===== src/rtl/fifo_ctrl.sv =====
// Pointer/occupancy controller that turns a 2**W-entry register file into a
// first-word-fall-through circular FIFO. Data never passes through here.
module fifo_ctrl #(
  parameter int W        = 2,
  parameter int AF_LEVEL = 3,
  parameter int AE_LEVEL = 1
) (
  input  logic         clk,
  input  logic         reset,
  input  logic         wr,
  input  logic         rd,
  input  logic         clr_err,
  output logic         wr_en,
  output logic [W-1:0] w_addr,
  output logic [W-1:0] r_addr,
  output logic         full,
  output logic         empty,
  output logic         almost_full,
  output logic         almost_empty,
  output logic [W:0]   count,
  output logic         overflow,
  output logic         underflow
);

  localparam logic [W:0] DEPTH = (W+1)'(2**W);
  localparam logic [W:0] AF_L  = (W+1)'(AF_LEVEL);
  localparam logic [W:0] AE_L  = (W+1)'(AE_LEVEL);

  logic         do_wr, do_rd;
  logic [W:0]   count_next;

  // A push into a full FIFO is allowed when a pop frees the head slot on the same edge.
  assign do_wr = wr & (~full | rd);
  assign do_rd = rd & ~empty;
  assign wr_en = do_wr;

  assign count_next = count + {{W{1'b0}}, do_wr} - {{W{1'b0}}, do_rd};

  always_ff @(posedge clk or posedge reset) begin
    if (reset) begin
      w_addr       <= '0;
      r_addr       <= '0;
      count        <= '0;
      full         <= 1'b0;
      empty        <= 1'b1;
      almost_full  <= (AF_LEVEL == 0);
      almost_empty <= 1'b1;
      overflow     <= 1'b0;
      underflow    <= 1'b0;
    end else begin
      if (do_wr) w_addr <= w_addr + 1'b1;
      if (do_rd) r_addr <= r_addr + 1'b1;
      count        <= count_next;
      // Flags come from count_next so they line up with count on the same edge.
      full         <= (count_next == DEPTH);
      empty        <= (count_next == '0);
      almost_full  <= (count_next >= AF_L);
      almost_empty <= (count_next <= AE_L);
      // A new error in the same cycle as clr_err wins over the clear.
      overflow     <= (wr & full & ~rd) | (overflow  & ~clr_err);
      underflow    <= (rd & empty)      | (underflow & ~clr_err);
    end
  end

endmodule


===== config.mk =====
export PLATFORM = sky130hd
export DESIGN_NAME = fifo_ctrl
export DESIGN_NICKNAME = d
export VERILOG_FILES = /design/src/rtl/fifo_ctrl.sv
export SDC_FILE = /design/constraint.sdc
export NUM_CORES = 1
export LEC_CHECK = 0
export CAP_MARGIN = 20
export CORE_AREA = 2 2 39 41
export DETAILED_ROUTE_END_ITERATION = 12
export DIE_AREA = 0 0 41 43
export PLACE_DENSITY = 0.72
export SLEW_MARGIN = 20
export SYNTH_ARGS = -nofsm -noshare
export SYNTH_HDL_FRONTEND = slang
export SYNTH_SLANG_ARGS = --single-unit

===== constraint.sdc =====
create_clock -name clk -period 2.95 [get_ports clk]
set_input_delay 0.295 -clock clk [delete_from_list [all_inputs] [get_ports clk]]
set_output_delay 0.295 -clock clk [all_outputs]
set_load 0.05 [all_outputs]

# ---- After elaboration in Yosys (flattened, before gate mapping)
# Cells that the tools add are included.
dict set report word_totals {
  regBits 13
  input_bits 5
  out_inout_bits 14
}
dict set report classes {
  n_addsub 4
  n_lt_le_gt_ge 2
  eq_ne 1
  n_bitwise 14
  reduce_logical 1
}
# cell count
set op_table {}
lappend op_table {{bitwise AND 1 bit} 7}
lappend op_table {{adder 2 x 1 -> 2 bit, second input constant} 2}
lappend op_table {{NOT 1 bit} 4}
lappend op_table {{adder 3 x 1 -> 3 bit} 1}
lappend op_table {{equality test 3 bit, second input constant} 1}
lappend op_table {{>= comparator 3 x 2 -> 1 bit, second input constant} 1}
lappend op_table {{<= comparator 3 x 1 -> 1 bit, second input constant} 1}
lappend op_table {{logical NOT 3 bit} 1}
lappend op_table {{bitwise OR 1 bit} 3}
lappend op_table {{subtractor 3 x 1 -> 3 bit} 1}

# ---- Depth between registers and ports, before layout
dict set report depth {
  word_depth 6
  mapped_depth 8
  ltp_nobuf 8
}

# ---- Least setup slack after synthesis
# OpenSTA, ideal clock, no wires.
dict set report synth_path {
  kind {flip-flop to flip-flop}
  from {reg full}
  to {reg full}
  arrival_time_ps 2377
  required_time_ps 2862
  slack_ps 485
  path_stages_with_launch 8
  n_path_buf 0
  cell_sequence {dfrtp_1 > nand2b_1 > and2_1 > ha_1 > fa_1 > xnor2_1 > xnor2_2 > nor3b_1}
}
dict set report synth_via {
  elab_chain_len 6
}
# item line
set synth_lines {}
lappend synth_lines {{start: declaration} 16} ;# output logic full,
lappend synth_lines {{start signal: assignment} 55} ;# full <= (count_next == DEPTH);
lappend synth_lines {{NOT 1 bit} 33} ;# assign do_wr = wr & (~full | rd);
lappend synth_lines {{bitwise OR 1 bit} 33}
lappend synth_lines {{bitwise AND 1 bit} 33}
lappend synth_lines {{named net wr_en} 13} ;# output logic wr_en,
lappend synth_lines {{adder 3 x 1 -> 3 bit} 37} ;# assign count_next = count + {{W{1'b0}}, do_wr} - {{W{1'b0}}, do_rd};
lappend synth_lines {{subtractor 3 x 1 -> 3 bit} 37}
lappend synth_lines {{named net count_next[2]} 30} ;# logic [W:0] count_next;
lappend synth_lines {{equality test 3 bit} 55}
# The timed path passes the listed nets, and every way through them passes these cells.
# A chain may end at the register's enable or synchronous reset.

# ---- Worst setup path in the final report
dict set report layout_path {
  from {in rd}
  to {out wr_en}
}
dict set report layout_via {
  elab_chain_len 2
}
# item line
set layout_lines {}
lappend layout_lines {{start: declaration} 11} ;# input logic rd,
lappend layout_lines {{bitwise OR 1 bit} 33}
lappend layout_lines {{bitwise AND 1 bit} 33}
lappend layout_lines {{end: declaration} 13}
# No other way between the ends.

==> results.sh <==
export IMPL_hpwl_um=672
export IMPL_final_cells=80
export IMPL_rows=14
export IMPL_crit_buf_inv=2
export IMPL_die_w_um=41
export IMPL_avgViaCountPerCell=4.30
export IMPL_crit_cells=4
export IMPL_ctsResizeCount=0
export IMPL_slew_viol_final=0
export IMPL_synth_cell_types=19
export IMPL_tritoncts_num_buffers=3
export IMPL_initial_core_util_pct=38.3
export IMPL_syn2layout_area_growth_pct=42.7
export IMPL_grt_total_usage_pct=12.0
export IMPL_drive_above_1_share_pct=10.9
export IMPL_wl_per_cell_um=10.4
export IMPL_nets=73
export IMPL_ys_seq_elements=13
export IMPL_antenna_found_initial=0
export IMPL_post_cts_buffers=0
export IMPL_yosysWarningCount=0
export IMPL_layout_common_cells="clkdlybuf4s50_1, dfrtp_1, inv_1"
export IMPL_die_y_um=43
export IMPL_clk_pin_slew_worst_paths_ns=0.08
export IMPL_critPathMaxFanout=3
export IMPL_gp_congestion=0.682
export IMPL_final_area_um2=757
export IMPL_worstHoldPathType="in2async"
export IMPL_cp_slowest_cell="clkdlybuf4s50_1"
export IMPL_drtAntennaViolNets=0
export IMPL_start_kind="input port"
export IMPL_layout_worst_path_cycle_share_pct=76.7
export IMPL_grt_pass1_wl_um=1330
export IMPL_drc_errors=0
export IMPL_dp_slack_ns=0.405
export IMPL_core_area_mm2=0.00138
export IMPL_synth_fp_nets=50
export IMPL_synthCells=42
export IMPL_die_area_mm2=0.00176
export IMPL_syn_avg_cell_area_um2=12.6
export IMPL_cts_buffer_depth=2
export IMPL_final_period_minus_worst_setup_slack_ns=2.26
export IMPL_layout_commonest_cell="clkdlybuf4s50_1"
export IMPL_cts_sinks=13
export IMPL_grt_ovfl_total=0
export IMPL_slowest_delay_ns=0.82
export IMPL_placed_area_um2=731
export IMPL_end_kind="output port"
export IMPL_portBuffers=18
export IMPL_regToRegEndpoint="full$_DFF_PP0_"
export IMPL_cts_max_level=1
export IMPL_num_antenna_cells=0
export IMPL_worstMarginPinSlew_ns=0.499
export IMPL_totalNegativeSetupSlack_ns=0
export IMPL_via_count=344
export IMPL_fill_cells=131
export IMPL_clock_skew_ns=0.00524
export IMPL_cp_arrival_ns=1.97
export IMPL_firstDrtPassIters=2
export IMPL_synth_largest_area_cell="dfrtp_1"
export IMPL_grt_pass1_vias=357
export IMPL_relSlewSlack_pct=66.6
export IMPL_grt_max_degree=14
export IMPL_synth_area_leaders="dfrtp_1, dfstp_2, inv_1, xnor2_1, ha_1"
export IMPL_maxCapViolCount=0
export IMPL_fmax_mhz=442
export IMPL_fin_ws_ns=0.686
export IMPL_clkLatencyLatePin_ns=0.27
export IMPL_crit_family="buffers and inverters"
export IMPL_place_inst=76
export IMPL_cts_root_buf="clkbuf_4"
export IMPL_netlist_area_um2=531
export IMPL_setup_viol=0
export IMPL_r2r_slack_ns=0.75
export IMPL_routed_wl_um=830
export IMPL_netlist_area_leader_share_pct=51.9
export IMPL_r2r_cells=8
export IMPL_status="finished, final reports clean"
export IMPL_cts_hold_buf=0
export IMPL_r2r_start="empty$_DFF_PP1_"
export IMPL_crit_path_cell_trace="clkdlybuf4s50_1, nand2b_1, and2_1, clkdlybuf4s50_1"
export IMPL_drtIter0Drc=1
export IMPL_cp_common_cell="clkdlybuf4s50_1"
export IMPL_worstPathRequired_ns=2.65
export IMPL_synth_seq_area_share_pct=61.8
export IMPL_final_hold_violation_count=0
export IMPL_ios=19
export IMPL_tritoncts="built"
export IMPL_setup_worst_path_class="in2out"
export IMPL_rsz0062_at_grt="false"
==> cells in the mapped netlist <==
cell type,number
dfstp_2,2
xnor2_2,1
o21ai_0,1
nand2_1,2
nor2b_1,1
nand2b_1,1
a21o_2,1
and2_1,1
nand3_1,1
xor2_1,2
xnor2_1,3
o22ai_1,1
dfrtp_1,11
nor3b_1,1
nor2_1,1
nor3_1,1
fa_1,1
inv_1,8
ha_1,2
==> kinds of logic after synthesis <==
kind of cell / Yosys count / synth area share (%)
adders and majority gates: 3 / 8.49
xor gates and xnor gates: 6 / 11.3
buffers and inverters: 8 / 5.66
DFF: 13 / 61.8
AOI/OAI and AO/OA: 3 / 3.77
and+or+nand+nor: 9 / 8.96
==> final cells by class <==
type	count	area [um2]	share of cell area (%)
timing repair buffer	18	180	23.8
tap	16	20.0	2.64
multi-input combinational	21	173	22.8
clock buffer	4	26.3	3.47
sequential	13	328	43.3
inverter	8	30.0	3.97
==> per-layer routing <==
layer | track usage, % | up-vias | share of wire, %
met5 | 0 | - | 0
met4 | 10.0 | 0 | 2.3
met3 | 3.14 | 2 | 3.0
met2 | 18.4 | 8 | 51
met1 | 12.7 | 162 | 43
li1 | - | 172 | -
==> worst max-delay path by stage <==
| stage | start | to | slack, ns |
|---|---|---|---|
| after floorplan | full$_DFF_PP0_ | full$_DFF_PP0_ | 0.48 |
| after global placement | rd | full$_DFF_PP0_ | 0.43 |
| after detailed placement | rd | full$_DFF_PP0_ | 0.41 |
| after CTS | rd | wr_en | 0.69 |
| after global routing | rd | full$_DFF_PP0_ | 0.50 |
| final | rd | wr_en | 0.69 |
==> sequential cells by signal, summed over array words and instances (netlist names) <==
signal / flops
empty: 1
overflow: 1
count: 3
w_addr: 2
almost_full: 1
almost_empty: 1
r_addr: 2
full: 1
underflow: 1
==> per-stage QoR <==
| stage | utilization (%) | hold slack (ns) |
|---|---|---|
| 6_report | 54.7 | 0.329 |
| 3_3_place_gp | 52.8 | 0.460 |
| 4_1_cts | 54.7 | 0.344 |
| 2_1_floorplan | - | 0.171 |
| 5_1_grt | 54.7 | 0.372 |
| 3_5_place_dp | 52.8 | 0.466 |
Power is not shown: default switching activity piles up to over one toggle a cycle in this logic, so the estimate is an artifact.
